File: src/rtl/frontend_arbiter.sv
// Two-requester round-robin arbiter in front of the ORAM Frontend.
// A grant covers one command plus its full data burst (Chunks beats).
// Write data and read-return data are steered combinationally between the
// owner and the Frontend; nothing is buffered on the data path.
module frontend_arbiter #(
    parameter int ORAMU      = 32,
    parameter int ORAMB      = 512,
    parameter int FEDWidth   = 64,
    parameter int BECMDWidth = 2,
    parameter int DMWidth    = 64
) (
    input  logic                  Clock,
    input  logic                  Reset,

    input  logic                  CmdInValid_0,
    output logic                  CmdInReady_0,
    input  logic [BECMDWidth-1:0] CmdIn_0,
    input  logic [ORAMU-1:0]      ProgAddrIn_0,
    input  logic [DMWidth-1:0]    WMaskIn_0,
    input  logic                  DataInValid_0,
    output logic                  DataInReady_0,
    input  logic [FEDWidth-1:0]   DataIn_0,
    output logic                  ReturnDataValid_0,
    input  logic                  ReturnDataReady_0,
    output logic [FEDWidth-1:0]   ReturnData_0,

    input  logic                  CmdInValid_1,
    output logic                  CmdInReady_1,
    input  logic [BECMDWidth-1:0] CmdIn_1,
    input  logic [ORAMU-1:0]      ProgAddrIn_1,
    input  logic [DMWidth-1:0]    WMaskIn_1,
    input  logic                  DataInValid_1,
    output logic                  DataInReady_1,
    input  logic [FEDWidth-1:0]   DataIn_1,
    output logic                  ReturnDataValid_1,
    input  logic                  ReturnDataReady_1,
    output logic [FEDWidth-1:0]   ReturnData_1,

    output logic                  FeCmdValid,
    input  logic                  FeCmdReady,
    output logic [BECMDWidth-1:0] FeCmd,
    output logic [ORAMU-1:0]      FeAddr,
    output logic [DMWidth-1:0]    FeWMask,

    output logic                  FeDataValid,
    input  logic                  FeDataReady,
    output logic [FEDWidth-1:0]   FeData,

    input  logic                  FeReturnValid,
    output logic                  FeReturnReady,
    input  logic [FEDWidth-1:0]   FeReturn,

    output logic                  Owner,
    output logic                  Busy
);

    localparam int CHUNKS = ORAMB / FEDWidth;
    localparam int BEAT_W = (CHUNKS > 1) ? $clog2(CHUNKS) : 1;
    localparam logic [BEAT_W-1:0] BEAT_LAST = BEAT_W'(CHUNKS - 1);

    typedef enum logic [1:0] {
        ST_IDLE,
        ST_ISSUE,
        ST_WDATA,
        ST_RDATA
    } state_t;

    state_t                  r_state;
    state_t                  w_next_state;

    logic                    r_owner;
    logic                    r_last_grant;
    logic [BEAT_W-1:0]       r_beat;
    logic [BECMDWidth-1:0]   r_cmd;
    logic [ORAMU-1:0]        r_addr;
    logic [DMWidth-1:0]      r_mask;

    logic                    w_any_valid;
    logic                    w_winner;
    logic                    w_accept;
    logic                    w_din_valid;
    logic [FEDWidth-1:0]     w_din_data;
    logic                    w_ret_ready;
    logic                    w_beat_fire;
    logic                    w_last_beat;
    logic                    w_cmd_fire;

    // Arbitration: a lone requester wins; on a tie the one not served last wins.
    always_comb begin
        w_any_valid = CmdInValid_0 | CmdInValid_1;
        if (CmdInValid_0 && CmdInValid_1) begin
            w_winner = ~r_last_grant;
        end else begin
            w_winner = CmdInValid_1;
        end
        w_accept = Reset && (r_state == ST_IDLE) && w_any_valid;
    end

    // Owner-side data selection and beat handshake detection.
    always_comb begin
        w_din_valid = r_owner ? DataInValid_1 : DataInValid_0;
        w_din_data  = r_owner ? DataIn_1 : DataIn_0;
        w_ret_ready = r_owner ? ReturnDataReady_1 : ReturnDataReady_0;
        w_cmd_fire  = (r_state == ST_ISSUE) && FeCmdReady;
        w_beat_fire = ((r_state == ST_WDATA) && w_din_valid && FeDataReady) ||
                      ((r_state == ST_RDATA) && FeReturnValid && w_ret_ready);
        w_last_beat = w_beat_fire && (r_beat == BEAT_LAST);
    end

    // FSM state register with synchronous active-low reset.
    always_ff @(posedge Clock) begin
        if (!Reset) begin
            r_state <= ST_IDLE;
        end else begin
            r_state <= w_next_state;
        end
    end

    // FSM next-state: one command, then its full burst, then back to IDLE.
    always_comb begin
        w_next_state = r_state;
        case (r_state)
            ST_IDLE: begin
                if (w_accept) begin
                    w_next_state = ST_ISSUE;
                end
            end
            ST_ISSUE: begin
                if (FeCmdReady) begin
                    w_next_state = r_cmd[1] ? ST_RDATA : ST_WDATA;
                end
            end
            ST_WDATA, ST_RDATA: begin
                if (w_last_beat) begin
                    w_next_state = ST_IDLE;
                end
            end
            default: w_next_state = ST_IDLE;
        endcase
    end

    // Command latch, grant history and beat counter.
    always_ff @(posedge Clock) begin
        if (!Reset) begin
            r_owner      <= 1'b0;
            r_last_grant <= 1'b1;
            r_beat       <= '0;
            r_cmd        <= '0;
            r_addr       <= '0;
            r_mask       <= '0;
        end else begin
            if (w_accept) begin
                r_owner      <= w_winner;
                r_last_grant <= w_winner;
                r_cmd        <= w_winner ? CmdIn_1 : CmdIn_0;
                r_addr       <= w_winner ? ProgAddrIn_1 : ProgAddrIn_0;
                r_mask       <= w_winner ? WMaskIn_1 : WMaskIn_0;
            end
            if (w_cmd_fire) begin
                r_beat <= '0;
            end else if (w_beat_fire) begin
                r_beat <= w_last_beat ? '0 : r_beat + BEAT_W'(1);
            end
        end
    end

    assign FeCmd   = r_cmd;
    assign FeAddr  = r_addr;
    assign FeWMask = r_mask;

    // FSM outputs; every handshake output is forced low while Reset is asserted.
    always_comb begin
        CmdInReady_0      = 1'b0;
        CmdInReady_1      = 1'b0;
        DataInReady_0     = 1'b0;
        DataInReady_1     = 1'b0;
        ReturnDataValid_0 = 1'b0;
        ReturnDataValid_1 = 1'b0;
        ReturnData_0      = FeReturn;
        ReturnData_1      = FeReturn;
        FeCmdValid        = 1'b0;
        FeDataValid       = 1'b0;
        FeData            = w_din_data;
        FeReturnReady     = 1'b0;
        Busy              = Reset && (r_state != ST_IDLE);
        Owner             = Reset && r_owner;
        if (Reset) begin
            case (r_state)
                ST_IDLE: begin
                    CmdInReady_0 = w_any_valid && !w_winner;
                    CmdInReady_1 = w_any_valid && w_winner;
                end
                ST_ISSUE: begin
                    FeCmdValid = 1'b1;
                end
                ST_WDATA: begin
                    FeDataValid = w_din_valid;
                    if (r_owner) begin
                        DataInReady_1 = FeDataReady;
                    end else begin
                        DataInReady_0 = FeDataReady;
                    end
                end
                ST_RDATA: begin
                    FeReturnReady = w_ret_ready;
                    if (r_owner) begin
                        ReturnDataValid_1 = FeReturnValid;
                    end else begin
                        ReturnDataValid_0 = FeReturnValid;
                    end
                end
                default: ;
            endcase
        end
    end

endmodule

File: config.mk
export PLATFORM = sky130hd
export DESIGN_NAME = frontend_arbiter
export DESIGN_NICKNAME = d
export VERILOG_FILES = /design/src/rtl/frontend_arbiter.sv
export SDC_FILE = /design/constraint.sdc
export NUM_CORES = 1
export LEC_CHECK = 0
export CAP_MARGIN = 20
export CELL_PAD_IN_SITES_DETAIL_PLACEMENT = 1
export CELL_PAD_IN_SITES_GLOBAL_PLACEMENT = 2
export CORE_AREA = 3 3 270 272
export CTS_CLUSTER_DIAMETER = 80
export DETAILED_ROUTE_END_ITERATION = 8
export DIE_AREA = 0 0 273 275
export PLACE_DENSITY_LB_ADDON = 0.1
export REMOVE_ABC_BUFFERS = 1
export SYNTH_ARGS = -nofsm -noshare
export SYNTH_HDL_FRONTEND = slang
export SYNTH_SLANG_ARGS = --single-unit
export TNS_END_PERCENT = 1
File: constraint.sdc
create_clock -name Clock -period 2.1 [get_ports Clock]
set_clock_uncertainty 0.15 [all_clocks]
set_input_delay 0.21 -clock Clock [delete_from_list [all_inputs] [get_ports Clock]]
set_output_delay 0.21 -clock Clock [all_outputs]
set_load 0.02 [all_outputs]
==> flow_summary.json, run 1 <==
{
  "seq_area_frac_synth_pct": 32.2,
  "syn-instance-count": 619,
  "synth_xor_area_share_pct": 0,
  "grt_pass1_wl_mm": 67.5,
  "worstReg2RegEnd": "FeWMask[59]",
  "start_util_pct": 9.19,
  "die_x_um": 273,
  "fin_area_sq_um": 11900,
  "final_cell_mix": "clkdlybuf4s50_1 (431), dfxtp_1 (102), o311a_1 (98), a221o_1 (98), mux2_2 (64)",
  "endpoint_kind": "primary output",
  "crit_required_ns": 1.74,
  "cts_tree": "yes",
  "yosys_register_bits": 105,
  "vdd_drop_max_v": 0.000273,
  "grt_pass1_vias": 7624,
  "first_iter_violations": 273,
  "fin_nets": 1364,
  "setup_viol": 0,
  "fin_hold_ws_ns": 0.247,
  "hold_class": "input port to register",
  "clk_latency_ns": 0.38,
  "start_kind": "register",
  "dieArea_sq_um": 75100,
  "critical_path.slowest_cell": "dfxtp_4",
  "yosys.cell_types.count": 34,
  "finalWirelength_mm": 51.2,
  "cp_cell_sequence": "buf_12 > mux2_2 > clkdlybuf4s15_1",
  "period_share_pct": 96.3,
  "hold_viol_final": 0,
  "grt_max_degree": 100,
  "synth_compound_area_share_pct": 31.2,
  "worstPathArrival_ns": 1.66,
  "crit_end": "FeData[50]",
  "crit_family": "buffers and inverters",
  "r2r_slack_ns": 0.11,
  "gp_congestion": 0.736,
  "via_per_inst": 3.73,
  "cts_sinks": 105,
  "synth-main-ff-cell": "dfxtp_1",
  "wl_per_cell_um": 26.6,
  "synthArstFlopShare_pct": 0,
  "drc": 0,
  "reg2reg_depth": 4,
  "fillerInstances": 8110,
  "place_area_sq_um": 11700,
  "area_growth_pct": 82.2,
  "htreeDepth": 3,
  "regArea_sq_um": 2110,
  "grt_setup_unrepaired": "true",
  "maxCapViolCount": 0,
  "fin_crit_ns": 2.02,
  "yosys.area_share.simple_pct": 2.63,
  "grt_overflow": 0,
  "drive_above_1_share_pct": 16.5,
  "synth_mux_area_share_pct": 11.8,
  "relSlewSlack_pct": 45.6,
  "multiInputGateArea_sq_um": 3030,
  "placed_cells": 1898,
  "dr.pass1.iters": 4,
  "io_pins": 700,
  "p_leak_uw": 0.00457,
  "io_buffers": 507,
  "synth_top_family_by_area": "compound AO/OA/AOI/OAI gates",
  "cp_num_cells": 3,
  "via_count": 7163,
  "worstPathMaxFanout": 17,
  "worst_pin_slew_ns": 0.816,
  "drtAntennaViolNets": 0,
  "fp.dieH_um": 275,
  "synth.avg_cell_area_sq_um": 10.5,
  "coreArea_sq_um": 71000,
  "startpoint": "r_owner",
  "synth_adder_area_share_pct": 0.384,
  "crit_type": "register to primary output",
  "final_common_cell": "clkdlybuf4s50_1",
  "root_buffer": "clkbuf_16",
  "clk_path_buf_depth": 2,
  "dpl.hpwl_mm": 38.1,
  "grt_usage_pct": 12.9,
  "antenna_found_initial": 17,
  "std_cell_rows": 98,
  "critical_path_buf_inv_count": 2,
  "stdcell_count": 1922,
  "max_clock_freq_ghz": 0.495,
  "p_per_area_nw_per_um2": 584,
  "outcome": "finished, final reports clean",
  "cts_inserted_buffers": 9,
  "slowest_delay_ns": 0.44,
  "path_clk_slew_ns": 0.08,
  "r2r-start": "r_state[1]",
  "yosys_warnings": 0,
  "netlist_area_sq_um": 6520,
  "synth_edf_count": 0,
  "slew_viol_final": 0
}
cells by family (layout without fill, tap and decap cells):
logic type	Yosys count	in the layout
AOI/OAI and AO/OA	206	206
adders and majority gates	2	2
buffers and inverters	207	556
DFF	105	105
muxes	69	69
other	0	4
and+or+nand+nor	30	30
flip-flops by register name (all words and copies together), names as in the netlist:
register / flops
FeWMask: 64
FeAddr: 32
r_owner: 1
r_beat: 3
r_last_grant: 1
FeCmd: 2
r_state: 2
what timing repair did:
| action | 4_1_cts | 5_1_grt |
|---|---|---|
| gates resized for setup | 134 | 70 |
| buffers inserted | 0 | 2 |
| pin swaps | 0 | 1 |
| endpoints found under the hold margin | 2 | 0 |
| hold buffers | 2 | 0 |
| endpoints found under the setup margin | 74 | 47 |
worst min-delay path by stage:
stage                        from               end  slack (ns)  depth (start not counted)
floorplan                   Reset      r_last_grant        0.14                          1
global placement     FeReturn[15]  ReturnData_1[15]        0.27                          0
detailed placement   FeReturn[15]  ReturnData_1[15]        0.27                          0
CTS                 WMaskIn_0[19]       FeWMask[19]        0.22                          2
global route        WMaskIn_0[48]       FeWMask[48]        0.24                          2
finish                      Reset           r_owner        0.25                          3
layout make-up:
| class | instances | share of cell area [%] |
|---|---|---|
| antenna | 4 | 0.0842 |
| tap | 950 | 10.0 |
| multi-input combinational | 307 | 25.5 |
| clock inverter | 5 | 0.526 |
| inverter | 3 | 0.0948 |
| sequential | 105 | 17.8 |
| timing repair buffer | 537 | 44.1 |
| clock buffer | 11 | 1.96 |
report_power, final:
part	total (uW)	switching, uW	leakage, uW	internal, uW
sequential	2340	135	0.000866	2210
clock	1930	990	0.000142	943
combinational	2670	1260	0.00356	1400
total	6940	2390	0.00457	4550
tightest hold or removal path, delay by kind of cell:
family          cells  cell delay (ns)
compound gates      1             0.13
buf+inv             1             0.19
simple gates        1             0.22
metrics by stage:
| stage | utilization [%] | setup TNS (ns) | setup WS [ns] | power (uW) |
|---|---|---|---|---|
| 6_report | 16.7 | 0 | 0.0778 | 6940 |
| 5_1_grt | 16.7 | -0.0301 | -0.0254 | 7330 |
| 4_1_cts | 16.9 | -0.618 | -0.0692 | 7190 |
| 3_5_place_dp | 16.5 | -10.50 | -0.250 | 5180 |
| 3_3_place_gp | 16.5 | -10.91 | -0.230 | 5200 |
| 2_1_floorplan | - | -241.38 | -1.92 | 3390 |
cells in the mapped netlist, types with 4 or more instances:
library cell  instances  area share (%)
nand3_1               5            0.38
buf_2                23             1.8
nor2_1                4            0.23
a221o_1              98              15
buf_6                15             2.6
nand2_1               5            0.29
mux2i_1               5            0.77
dfxtp_1             105              32
mux2_2               64              11
buf_4               134              15
clkbuf_1             32             1.8
o311a_1              98              15
metal layers:
layer	up-vias	global-route usage, %	wire, um
met5	-	4.43	581
met4	34	2.88	578
met3	55	11.5	9700
met2	577	17.2	19500
met1	3438	14.8	20800
li1	3059	-	-
No activity file was read; power rests on OpenSTA's default activity.
==> inputs of run 2 (changes only) <==
Settings changed: TNS_END_PERCENT 1 to default.
==> run 2 against run 1 <==
Non-clock buffer count up 4. Total power up 0.89%. Core utilization up 0.21 points. First-iteration DRC count down 5.1%. Clock-buffer cell count unchanged. Setup slack worse by 0.020 ns. Combinational power up 2%. Worst hold slack worse by 0.0045 ns. Register-to-register slack about the same.
==> flow_summary.json, run 2 (synthesized netlist as in run 1, its figures left out) <==
{
  "outcome": "finished, final reports clean",
  "maxCapViolCount": 0,
  "grt_max_degree": 100,
  "pwr-share-comb_pct": 39.0,
  "stdcell_count": 1925,
  "hold_class": "input port to register",
  "fin_crit_ns": 2.04,
  "clk_latency_ns": 0.39,
  "clk_path_buf_depth": 2,
  "power.share.sequential_pct": 33.4,
  "via_per_inst": 3.73,
  "fin_area_sq_um": 12000,
  "path_clk_slew_ns": 0.08,
  "power.share.clock_pct": 27.6,
  "place_area_sq_um": 11700,
  "dp_slack_ns": -0.250,
  "grt_setup_unrepaired": "true",
  "cts_inserted_buffers": 9,
  "fin_nets": 1368,
  "dpl.hpwl_mm": 38.1,
  "io_pins": 700,
  "worstPathMaxFanout": 6,
  "startpoint": "r_owner",
  "gp_congestion": 0.736,
  "area_growth_pct": 84.5,
  "grt_pass1_vias": 7643,
  "grt_overflow": 0,
  "multiInputGateArea_sq_um": 3050,
  "root_buffer": "clkbuf_16",
  "wl_per_cell_um": 26.8,
  "fp.dieH_um": 275,
  "vdd_drop_max_v": 0.000275,
  "cts_sinks": 105,
  "start_util_pct": 9.19,
  "period_share_pct": 97.2,
  "std_cell_rows": 98,
  "cts_tree": "yes",
  "endpoint_kind": "primary output",
  "first_iter_violations": 259,
  "p_per_area_nw_per_um2": 582,
  "die_x_um": 273,
  "min_from": "Reset",
  "relSlewSlack_pct": 45.8,
  "final_cell_mix": "clkdlybuf4s50_1 (431), dfxtp_1 (102), o311a_1 (98), a221o_1 (98), mux2_2 (58)",
  "htreeDepth": 3,
  "fin_ws_ns": 0.0578,
  "fillerInstances": 8123,
  "netSwitchingPower_uw": 2400,
  "p_leak_uw": 0.00466,
  "io_buffers": 507,
  "antenna_found_initial": 17,
  "netSwitchingFraction_pct": 34.3,
  "internal_power_uw": 4600,
  "grt_usage_pct": 12.9,
  "drive_above_1_share_pct": 16.6,
  "max_clock_freq_ghz": 0.490,
  "start_kind": "register",
  "crit_type": "register to primary output",
  "finalWirelength_mm": 51.6,
  "via_count": 7177,
  "grt_pass1_wl_mm": 67.8,
  "final_common_cell": "clkdlybuf4s50_1",
  "hold_viol_final": 0,
  "dr.pass1.iters": 5,
  "drtAntennaViolNets": 0,
  "drc": 0,
  "setup_viol": 0,
  "largest_reg_flops": 64,
  "worstPathArrival_ns": 1.68,
  "coreArea_sq_um": 71000,
  "worst_pin_slew_ns": 0.813,
  "r2r-start": "r_state[1]",
  "dieArea_sq_um": 75100,
  "slew_viol_final": 0,
  "placed_cells": 1898,
  "crit_required_ns": 1.74,
  "regArea_sq_um": 2110
}
run 2: cell count changes in the layout (fill, tap and decap cells not counted), sizes merged:
cell,before,now
buf,48,70
dlygate4sd2,16,25
clkbuf,30,12
diode,4,3
clkdlybuf4s15,20,11
run 2: power by group through the flow:
stage	clock [uW]	combinational [uW]	sequential [uW]
after floorplan	0	679	2710
after global placement	0	2810	2380
after detailed placement	0	2800	2380
after CTS	2100	2770	2340
after global routing	2120	2900	2370
final	1930	2730	2340
run 2: timing repair:
item                                    CTS  global route
endpoints found under the setup margin   74            28
pin swaps                                 1             0
endpoints found under the hold margin     2             0
gates cloned                              1             1
gates resized for setup                 208            33
hold buffers                              2             0
buffers inserted                          4             0
run 2: worst paths after layout:
check / slack, ns / to / cells past startpoint
max: 0.06 / FeData[36] / 5
min: 0.24 / r_owner / 3
max reg2reg: 0.10 / FeWMask[59] / 4
min reg2reg: 0.35 / r_beat[2] / 2
run 2: routing by layer:
layer | global-route usage (%) | vias up | wire [um]
met5 | 4.43 | - | 581
met4 | 2.88 | 34 | 569
met3 | 11.5 | 53 | 9740
met2 | 17.3 | 571 | 19800
met1 | 14.8 | 3454 | 20900
li1 | - | 3065 | -
run 2: critical path: stages, from the launching register on:
cell,delay [ns]
dfxtp_4,0.41
buf_6,0.14
buf_6,0.12
clkbuf_16,0.15
mux2_2,0.34
buf_6,0.14
run 2: final cells by class:
class                      count  area share, %
timing repair buffer         541           44.6
multi-input combinational    307           25.3
sequential                   105           17.6
tap                          950           9.88
clock buffer                  11           1.93
clock inverter                 5          0.520
inverter                       3         0.0936
antenna                        3         0.0624
run 2: metrics by stage:
stage | TNS [ns] | utilization [%] | power [uW] | hold WS [ns]
2_1_floorplan | -241.38 | - | 3390 | 0.136
3_3_place_gp | -10.91 | 16.5 | 5200 | 0.270
3_5_place_dp | -10.50 | 16.5 | 5180 | 0.270
4_1_cts | -0.351 | 16.9 | 7210 | 0.221
5_1_grt | -0.169 | 16.9 | 7390 | 0.241
6_report | 0 | 17.0 | 7000 | 0.243
